[src/rtl/core_ibex_dv_pkg.sv]
// Shared types and defaults for the core_ibex DV stimulus blocks.
package core_ibex_dv_pkg;

  typedef enum logic [1:0] {
    DbgGenIdle,
    DbgGenWait,
    DbgGenReq,
    DbgGenDebug
  } dbg_gen_state_e;

  localparam int unsigned DefaultMaxReqCycles = 1024;

endpackage

[src/rtl/core_ibex_debug_req_gen.sv]
// Periodic debug-request generator: waits a programmable interval, raises debug_req until the
// core enters debug mode, then waits for dret before re-arming. Flags a sticky timeout on no ack.
module core_ibex_debug_req_gen
  import core_ibex_dv_pkg::*;
#(
  parameter int unsigned IntervalW    = 16,
  parameter int unsigned MaxReqCycles = DefaultMaxReqCycles,
  parameter int unsigned CountW       = 16
) (
  input  logic                 clk_i,
  input  logic                 rst_ni,
  input  logic                 enable_i,
  input  logic                 single_shot_i,
  input  logic [IntervalW-1:0] interval_i,
  input  logic                 fetch_en_i,
  input  logic                 debug_mode_i,
  input  logic                 dret_i,
  output logic                 debug_req_o,
  output logic                 busy_o,
  output logic [CountW-1:0]    req_count_o,
  output logic                 timeout_o
);

  localparam int unsigned TmrW = (MaxReqCycles > 1) ? $clog2(MaxReqCycles) : 1;
  localparam logic [TmrW-1:0] TmrLast = TmrW'(MaxReqCycles - 1);

  dbg_gen_state_e state_q, state_d;
  logic [IntervalW-1:0] cnt_q, cnt_d;
  logic [TmrW-1:0]      tmr_q, tmr_d;
  logic [CountW-1:0]    count_q, count_d;
  logic                 req_q, req_d;
  logic                 timeout_q, timeout_d;

  logic armed;
  assign armed = enable_i && fetch_en_i;

  always_comb begin
    state_d   = state_q;
    cnt_d     = cnt_q;
    tmr_d     = tmr_q;
    count_d   = count_q;
    req_d     = req_q;
    timeout_d = timeout_q;

    unique case (state_q)
      DbgGenIdle: begin
        if (armed && !timeout_q) begin
          cnt_d   = interval_i;
          state_d = DbgGenWait;
        end
      end
      DbgGenWait: begin
        if (!armed) begin
          state_d = DbgGenIdle;
        end else if (cnt_q == '0) begin
          req_d   = 1'b1;
          tmr_d   = '0;
          state_d = DbgGenReq;
        end else begin
          cnt_d = cnt_q - IntervalW'(1);
        end
      end
      DbgGenReq: begin
        // Gating inputs are deliberately ignored here: the request holds until ack or timeout.
        if (debug_mode_i) begin
          req_d   = 1'b0;
          state_d = DbgGenDebug;
          if (count_q != '1) begin
            count_d = count_q + CountW'(1);
          end
        end else if (tmr_q == TmrLast) begin
          req_d     = 1'b0;
          timeout_d = 1'b1;
          state_d   = DbgGenIdle;
        end else begin
          tmr_d = tmr_q + TmrW'(1);
        end
      end
      DbgGenDebug: begin
        // Leaving debug mode without a dret pulse is treated as a dret.
        if (dret_i || !debug_mode_i) begin
          if (single_shot_i || !armed) begin
            state_d = DbgGenIdle;
          end else begin
            cnt_d   = interval_i;
            state_d = DbgGenWait;
          end
        end
      end
      default: state_d = DbgGenIdle;
    endcase
  end

  always_ff @(posedge clk_i or negedge rst_ni) begin
    if (!rst_ni) begin
      state_q   <= DbgGenIdle;
      cnt_q     <= '0;
      tmr_q     <= '0;
      count_q   <= '0;
      req_q     <= 1'b0;
      timeout_q <= 1'b0;
    end else begin
      state_q   <= state_d;
      cnt_q     <= cnt_d;
      tmr_q     <= tmr_d;
      count_q   <= count_d;
      req_q     <= req_d;
      timeout_q <= timeout_d;
    end
  end

  assign debug_req_o = req_q;
  assign busy_o      = (state_q != DbgGenIdle);
  assign req_count_o = count_q;
  assign timeout_o   = timeout_q;

endmodule
[config.mk]
export PLATFORM = sky130hd
export DESIGN_NAME = core_ibex_debug_req_gen
export DESIGN_NICKNAME = d
export VERILOG_FILES = /design/src/rtl/core_ibex_dv_pkg.sv /design/src/rtl/core_ibex_debug_req_gen.sv
export SDC_FILE = /design/constraint.sdc
export NUM_CORES = 1
export LEC_CHECK = 0
export CORE_AREA = 4 4 74 76
export DETAILED_ROUTE_END_ITERATION = 12
export DIE_AREA = 0 0 78 80
export GPL_ROUTABILITY_DRIVEN = 0
export GPL_TIMING_DRIVEN = 1
export PLACE_DENSITY = 0.8
export SLEW_MARGIN = 10
export SYNTH_ARGS = -nofsm -noshare
export SYNTH_HDL_FRONTEND = slang
export SYNTH_SLANG_ARGS = --single-unit
[constraint.sdc]
create_clock -name clk_i -period 4.64 [get_ports clk_i]
set_input_delay 1.392 -clock clk_i [delete_from_list [all_inputs] [get_ports clk_i]]
set_output_delay 1.392 -clock clk_i [all_outputs]
set_load 0.02 [all_outputs]
==> results of run 1 <==
[state kept, by name, indices dropped and copies added (netlist names)]
signal	count
debug_req_o	1
timeout_o	1
cnt_q	16
req_count_o	16
tmr_q	10
state_q	2
[power breakdown]
part | leakage (nW) | total, W | switching [W] | internal (W)
combinational | 0.674 | 0.000564 | 0.000311 | 0.000253
sequential | 0.584 | 0.000649 | 0.000141 | 0.000508
clock | 0.0482 | 0.000257 | 0.000137 | 0.000121
[worst register-to-register path: cells and delay by family (launching register included)]
| family | cells | cell delay, ns |
|---|---|---|
| flip-flops | 1 | 0.41 |
| AND/OR/NAND/NOR | 2 | 1.17 |
| multiplexers | 1 | 0.38 |
| buffers and inverters | 1 | 0.08 |
| adder cells (fa/ha/maj) | 1 | 0.21 |
| AO/OA/AOI/OAI | 1 | 0.41 |
[cell usage after synthesis, drive strengths merged, types with 2 or more instances]
library cell | n | area share [%]
mux2 | 3 | 1.3
ha | 3 | 1.4
nor2 | 43 | 6.2
or4 | 3 | 0.86
or3 | 2 | 0.48
inv | 8 | 1.2
a311oi | 2 | 0.67
a31o | 2 | 0.67
buf | 3 | 0.58
nor2b | 3 | 0.72
a21oi | 20 | 3.8
nand4 | 7 | 1.7
nor4b | 3 | 1.6
nor4 | 4 | 0.96
nand2 | 21 | 3.0
a211oi | 2 | 0.58
xor2 | 8 | 2.7
nand2b | 3 | 0.72
o41ai | 3 | 1.0
a2bb2oi | 3 | 1.0
o31ai | 2 | 0.58
nor3 | 15 | 2.9
and2 | 3 | 0.72
dfrtp | 46 | 44
a31oi | 9 | 2.2
o21ai | 28 | 5.4
and3 | 6 | 1.4
clkbuf | 12 | 1.7
nand3 | 9 | 1.7
xnor2 | 6 | 2.0
[layout make-up]
type	instances	area, um2	area share [%]
Clock inverter	1	5.00	0.159
Inverter	8	30.0	0.955
Sequential cell	46	1150	36.6
Clock buffer	7	86.3	2.75
Tap cell	67	83.8	2.67
Timing Repair Buffer	43	420	13.4
Multi-Input combinational cell	231	1370	43.5
[path summary, 6_finish.rpt]
path / to
min in group asynchronous: state_q[0]
min reg2reg: tmr_q[9]
min: tmr_q[9]
max: cnt_q[15]
max in group asynchronous: timeout_o
max reg2reg: tmr_q[0]
[kinds of logic (layout without fill, tap and decap cells)]
logic type	after synthesis	in the layout	synth area share, %
multiplexers	4	4	1.68
AO/OA/AOI/OAI	84	84	20.3
buffers and inverters	23	59	3.45
adder cells (fa/ha/maj)	3	3	1.44
AND/OR/NAND/NOR	126	126	24.3
XOR/XNOR	14	14	4.70
flip-flops	46	46	44.1
[stage by stage]
step                      utilization, %  setup slack, ns  area (um2)
after CTS                           66.5             1.52        3140
after global placement              64.6             1.25        3050
after global routing                66.5             1.32        3140
final                               66.5             1.49        3140
after detailed placement            64.6             1.18        3050
after floorplan                        -             1.80        2610
[metal layers]
| metal | share of wire, % | wire length, um |
|---|---|---|
| met1 | 46 | 2870 |
| met2 | 50 | 3130 |
| met3 | 3.2 | 201 |
| met4 | 1.4 | 89 |
| met5 | 0 | 0 |
==> reports/metrics.yaml, run 1 <==
outcome:
  status: "finished clean"
critical_path:
  cpPeakStageDelay_ns: 0.54
  worstSetupPathDepth: 6
  reg2reg_slack_ns: 1.88
  startpoint: "debug_mode_i"
  reg2regPathDepth: 6
  worstPathCellList: "clkdlybuf4s50_1 -> nor2b_1 -> o31ai_1 -> nand2_1 -> a21oi_1 -> a22o_1"
  critical_path.max_fanout: 15
  crit_required_ns: 4.89
  end_kind: "flip-flop"
  cp-start-kind: "input port"
  worstSetupPathType: "in2reg"
  regToRegStartpoint: "cnt_q[0]"
  path_buf_inv: 1
  worstPathArrival_ns: 3.39
  path_delay_family: "compound AO/OA/AOI/OAI gates"
  slowest_stage: "clkdlybuf4s50_1"
power:
  p_leak_nw: 1.31
  powerDensity_nw_per_um2: 468
  total_power_w: 0.00147
  ir_drop_v: 0.000288
placed_design:
  dpl.cell_count: 395
  portBuffers: 41
  dp_hpwl_mm: 4.38
drt:
  dr_total_vias: 2398
  drt_first_pass_iters: 4
  routed_wl_mm: 6.29
  via_per_inst: 5.95
  antenna_left: 0
  drt-wirelength-per-cell_um: 15.6
  drtIter0Drc: 130
  drc: 0
yosys:
  synth_cells: 300
  syn_nets: 326
  synth_flop_cell: "dfrtp_1"
  synth_edf_count: 0
  avgSynthCellArea_um2: 8.69
  ys_seq_elements: 46
  synth_area_um2: 2610
  yosys.cell_types.count: 50
  yosysSeqAreaShare_pct: 44.1
  async_reset_ff_share_pct: 100
  ys_warn_count: 0
sta:
  finalClockSkew_ns: 0.0119
  hold_violations: 0
  holdWs_ns: 0.474
  fin_crit_sh_pct: 67.8
  setup_viol: 0
  tightest_slew_ns: 1.02
  fin_tns_setup_ns: 0
  slew_headroom_pct: 31.7
  rsz0062_at_grt: "no"
  timing.fmax_ghz: 0.318
  min_period_ns: 3.15
  finalMaxSlewViolations: 0
floorplanning:
  core_um2: 4720
  dieArea_um2: 6240
  die_h_um: 80
  rows: 25
  io_pins: 42
  initial_core_util_pct: 55.2
  die_x_um: 78
clock_tree:
  clk_pin_slew_ns: 0.09
  cts_buffer_depth: 2
  cts_tree: "done"
  cts_max_level: 2
  ctsResizeCount: 0
  cts_inserted_buffers: 5
  postCtsHoldBufs: 0
  cts_post_setup_buffers_inserted: 0
  cts-root-buf: "clkbuf_8"
  cts.sinks: 46
  clk_latency_ns: 0.30
grt:
  antenna_found_initial: 0
  grt_max_degree: 47
  grt_util_met1_pct: 26.6
  grt-busiest-layer: "met2"
  grt_usage_pct: 21.2
  grt_pass1_wl_mm: 10.7
  grt.overflow.total: 0
  grt_pass1_vias: 2418
  grtUsageMet2_pct: 35.4
  met3_usage_pct: 4.63
final_layout:
  final_common_cell: "dfrtp_1"
  finalNonFillerCells: 403
  area_delta_synth_final_pct: 20.5
  antenna_cells: 0
  mostFrequentLayoutCells: "46 x dfrtp_1, 43 x nor2_1, 40 x clkdlybuf4s50_1"
  nets: 361
  drive_gt1_share_pct: 5.65
  nFillCells: 406
hold_path:
  worst_hold_path.num_cells: 1
  hp-start: "tmr_q[9]"
  hold_class: "reg2reg"
job:
  cap_violations: 0
No activity file was read; power rests on OpenSTA's default activity.
==> inputs of run 2 (changes only) <==
--- a/config.mk
+++ b/config.mk
@@ -5,12 +5,12 @@
 export SDC_FILE = /design/constraint.sdc
 export NUM_CORES = 1
 export LEC_CHECK = 0
-export CORE_AREA = 4 4 74 76
+export CORE_AREA = 4 4 76 78
 export DETAILED_ROUTE_END_ITERATION = 12
-export DIE_AREA = 0 0 78 80
+export DIE_AREA = 0 0 80 82
 export GPL_ROUTABILITY_DRIVEN = 0
 export GPL_TIMING_DRIVEN = 1
-export PLACE_DENSITY = 0.8
+export PLACE_DENSITY = 0.77
 export SLEW_MARGIN = 10
 export SYNTH_ARGS = -nofsm -noshare
 export SYNTH_HDL_FRONTEND = slang
==> constraint.sdc (replaced) <==
create_clock -name clk_i -period 3 [get_ports clk_i]
set_input_delay 0.9 -clock clk_i [delete_from_list [all_inputs] [get_ports clk_i]]
set_output_delay 0.9 -clock clk_i [all_outputs]
set_load 0.02 [all_outputs]
==> reports/metrics.yaml, run 2 (synthesis gave the netlist of run 1 again) <==
outcome:
  status: "finished clean"
critical_path:
  worstPathArrival_ns: 2.93
  end_kind: "flip-flop"
  reg2reg_slack_ns: 0.27
  cp-start-kind: "flip-flop"
  critical_path.max_fanout: 11
  reg2reg_to: "tmr_q[0]"
  worstSetupPathType: "reg2reg"
  crit_required_ns: 3.20
  reg2regPathDepth: 6
  regToRegStartpoint: "cnt_q[0]"
clock_tree:
  cts_tree: "done"
  clk_latency_ns: 0.31
  cts.sinks: 46
  cts-root-buf: "clkbuf_8"
  postCtsHoldBufs: 0
  ctsResizeCount: 0
  cts_inserted_buffers: 5
  clk_pin_slew_ns: 0.09
  cts_buffer_depth: 2
  cts_post_setup_buffers_inserted: 0
  cts_max_level: 2
final_layout:
  antenna_cells: 0
  nets: 366
  area_delta_synth_final_pct: 23.0
  final_common_cell: "dfrtp_1"
  drive_gt1_share_pct: 7.33
  mostFrequentLayoutCells: "46 x dfrtp_1, 43 x nor2_1, 40 x clkdlybuf4s50_1"
  final_util_pct: 63.2
  nFillCells: 460
  seqCellArea_um2: 1150
  multiInputGateArea_um2: 1370
  finalNonFillerCells: 411
power:
  ir_drop_v: 0.000440
  powerDensity_nw_per_um2: 736
  p_leak_nw: 1.33
  total_power_w: 0.00236
grt:
  grt_pass1_wl_mm: 10.7
  grt_max_degree: 27
  grt_pass1_vias: 2341
  antenna_found_initial: 0
  grt.overflow.total: 0
  grt_usage_pct: 20.3
drt:
  drc: 0
  via_per_inst: 5.77
  antenna_left: 0
  drtIter0Drc: 84
  dr_total_vias: 2370
  drt-wirelength-per-cell_um: 15.1
  drt_first_pass_iters: 4
  routed_wl_mm: 6.22
sta:
  slew_headroom_pct: 46.6
  setup_viol: 0
  fin_crit_sh_pct: 91.0
  finalClockSkew_ns: 0.00566
  finalMaxSlewViolations: 0
  rsz0062_at_grt: "no"
  timing.fmax_ghz: 0.366
  fin_tns_setup_ns: 0
  holdWs_ns: 0.474
  min_period_ns: 2.73
  hold_violations: 0
  tightest_slew_ns: 0.801
job:
  cap_violations: 0
hold_path:
  hp-start: "tmr_q[7]"
  hold_class: "reg2reg"
  worst_hold_path.num_cells: 1
  hold_path_end: "tmr_q[7]"
floorplanning:
  core_um2: 5070
  io_pins: 42
  die_x_um: 80
  rows: 26
  dieArea_um2: 6560
  initial_core_util_pct: 51.4
  die_h_um: 82
placed_design:
  dp_hpwl_mm: 4.51
  portBuffers: 41
  dpl.cell_count: 403
==> run 2: stage by stage <==
step	setup slack (ns)	area [um2]
6_report	0.271	3210
3_3_place_gp	0.223	3090
3_5_place_dp	0.168	3090
2_1_floorplan	0.649	2610
4_1_cts	0.263	3210
5_1_grt	0.115	3210
==> run 2: critical path, cell delays in order (launching register included) <==
cell     delay (ns)
dfrtp_1        0.42
inv_1          0.10
ha_1           0.21
or4b_1         0.60
nor4b_4        0.53
a21oi_1        0.39
mux2_2         0.37
==> run 2: final cells by class <==
class | instances | share of cell area, %
inverters | 8 | 0.936
repair buffers | 48 | 14.3
multi-input cells | 231 | 42.6
clock inverters | 3 | 1.40
flip-flops and latches | 46 | 35.9
well taps | 70 | 2.73
clock buffers | 5 | 2.15
==> run 2: worst max path at each step <==
stage            startpoint  endpoint  slack, ns
2_1_floorplan  debug_mode_i  tmr_q[4]       0.65
3_3_place_gp   debug_mode_i  tmr_q[0]       0.22
3_5_place_dp   debug_mode_i  tmr_q[0]       0.17
4_1_cts            cnt_q[0]  tmr_q[0]       0.26
5_1_grt            cnt_q[0]  tmr_q[0]       0.11
6_report           cnt_q[0]  tmr_q[0]       0.27
==> run 2: report_power, final <==
| group | switching [W] | internal [W] | total, W |
|---|---|---|---|
| clock | 0.000224 | 0.000248 | 0.000472 |
| sequential | 0.000209 | 0.000786 | 0.000995 |
| combinational | 0.000487 | 0.000405 | 0.000893 |
==> run 2: per-layer routing <==
| metal | routed length (um) | vias to the layer above | part of all wire, % | global-route usage, % |
|---|---|---|---|---|
| met5 | 0 | - | 0 | 0 |
| met4 | 76 | 0 | 1.2 | 6.08 |
| met3 | 327 | 8 | 5.3 | 4.82 |
| met2 | 2980 | 57 | 48 | 34.3 |
| met1 | 2830 | 1125 | 46 | 26.0 |
| li1 | - | 1180 | - | - |
==> inputs of run 3 (changes only) <==
==> constraint.sdc (replaced) <==
create_clock -name clk_i -period 3.1 [get_ports clk_i]
set_input_delay 0.93 -clock clk_i [delete_from_list [all_inputs] [get_ports clk_i]]
set_output_delay 0.93 -clock clk_i [all_outputs]
set_load 0.02 [all_outputs]
==> reports/metrics.yaml, run 3 (synthesis gave the netlist of run 1 again) <==
sta:
  fin_tns_setup_ns: 0
  finalClockSkew_ns: 0.00817
  tightest_slew_ns: 0.785
  rsz0062_at_grt: "no"
  setup_viol: 0
  min_period_ns: 2.71
  fin_crit_sh_pct: 87.3
  finalMaxSlewViolations: 0
  slew_headroom_pct: 47.7
  timing.fmax_ghz: 0.370
  hold_violations: 0
final_layout:
  multiInputGateArea_um2: 1370
  final_common_cell: "dfrtp_1"
  mostFrequentLayoutCells: "46 x dfrtp_1, 43 x nor2_1, 40 x clkdlybuf4s50_1"
  area_delta_synth_final_pct: 21.8
  finalNonFillerCells: 409
  nets: 366
  nFillCells: 457
  drive_gt1_share_pct: 6.78
  antenna_cells: 0
  seqCellArea_um2: 1150
critical_path:
  end_kind: "flip-flop"
  reg2reg_slack_ns: 0.39
  worstSetupPathType: "reg2reg"
  critical_path.max_fanout: 11
  slowest_stage: "or4b_1"
  worstSetupPathDepth: 6
  worstPathArrival_ns: 2.88
  crit_required_ns: 3.27
  path_buf_inv: 1
  cp-start-kind: "flip-flop"
  reg2regPathDepth: 6
  cpPeakStageDelay_ns: 0.60
  path_delay_family: "simple AND/OR/NAND/NOR gates"
  worstPathCellList: "inv_1 -> ha_1 -> or4b_1 -> nor4b_4 -> a21oi_1 -> mux2_2"
drt:
  dr_total_vias: 2388
  via_per_inst: 5.84
  drt-wirelength-per-cell_um: 15.1
  drtIter0Drc: 182
  drc: 0
  routed_wl_mm: 6.17
  drt_first_pass_iters: 7
  antenna_left: 0
floorplanning:
  initial_core_util_pct: 51.4
  core_um2: 5070
  die_x_um: 80
  io_pins: 42
  die_h_um: 82
  dieArea_um2: 6560
  rows: 26
hold_path:
  worst_hold_path.num_cells: 1
  hold_class: "reg2reg"
power:
  p_leak_nw: 1.32
  powerDensity_nw_per_um2: 692
  ir_drop_v: 0.000423
grt:
  antenna_found_initial: 0
  met3_usage_pct: 4.71
  grt.overflow.total: 0
  grt_max_degree: 23
  grtUsageMet2_pct: 31.8
  grt-busiest-layer: "met2"
  grt_util_met1_pct: 27.8
  grt_pass1_wl_mm: 10.4
  grt_pass1_vias: 2269
  grt_usage_pct: 20.1
clock_tree:
  clk_pin_slew_ns: 0.08
  cts_post_setup_buffers_inserted: 0
  cts.sinks: 46
  ctsResizeCount: 0
  cts_inserted_buffers: 5
  cts_tree: "done"
  cts_buffer_depth: 2
  clk_latency_ns: 0.29
  cts_max_level: 2
  postCtsHoldBufs: 0
  cts-root-buf: "clkbuf_8"
outcome:
  status: "finished clean"
placed_design:
  portBuffers: 41
  dp_hpwl_mm: 4.52
  dpl.cell_count: 403
job:
  cap_violations: 0
-- run 3: cell types whose count changed in the layout (fill, tap and decap cells not counted), sizes merged --
cell      before  now
bufinv         1    0
clkbuf         5    6
clkinvlp       2    0
-- run 3: final cells by class --
type                            instances  share of cell area [%]
Multi-Input combinational cell        231                    43.0
Sequential cell                        46                    36.2
Timing Repair Buffer                   48                    14.4
Tap cell                               70                    2.76
Clock buffer                            6                    2.60
Inverter                                8                   0.946
-- run 3: stage by stage --
| step | utilization [%] | worst slack, ns | instance area [um2] | hold WS, ns | power (W) |
|---|---|---|---|---|---|
| 5_1_grt | 62.6 | 0.154 | 3180 | 0.485 | 0.00237 |
| 4_1_cts | 62.6 | 0.431 | 3180 | 0.476 | 0.00221 |
| 3_3_place_gp | 60.9 | 0.377 | 3090 | 0.452 | 0.00182 |
| 2_1_floorplan | - | 0.719 | 2610 | 0.434 | 0.00155 |
| 6_report | 62.6 | 0.395 | 3180 | 0.474 | 0.00220 |
| 3_5_place_dp | 60.9 | 0.345 | 3090 | 0.461 | 0.00184 |
-- run 3: per-layer routing --
| layer | wire [um] | vias up |
|---|---|---|
| li1 | - | 1175 |
| met1 | 2820 | 1146 |
| met2 | 2950 | 63 |
| met3 | 347 | 4 |
| met4 | 46 | 0 |
| met5 | 0 | - |
-- run 3: path summary, 6_finish.rpt --
path / endpoint / from
worst max-delay path: tmr_q[0] / cnt_q[1]
worst min-delay path: tmr_q[7] / tmr_q[7]
worst max register to register: tmr_q[0] / cnt_q[1]
worst min register to register: tmr_q[7] / tmr_q[7]
max in group asynchronous: req_count_o[14] / rst_ni
min in group asynchronous: cnt_q[1] / rst_ni
-- run 3: worst register-to-register path: stages (launching register included) --
cell and delay [ns]:
dfrtp_1 0.40, inv_1 0.10, ha_1 0.22, or4b_1 0.60, nor4b_4 0.52, a21oi_1 0.38, mux2_2 0.37
-- run 3: power by group --
group          total [W]  switching, W  internal [W]  leakage [nW]
logic           0.000868      0.000475      0.000393         0.697
registers       0.000974      0.000213      0.000761         0.584
clock network   0.000356      0.000184      0.000172        0.0431
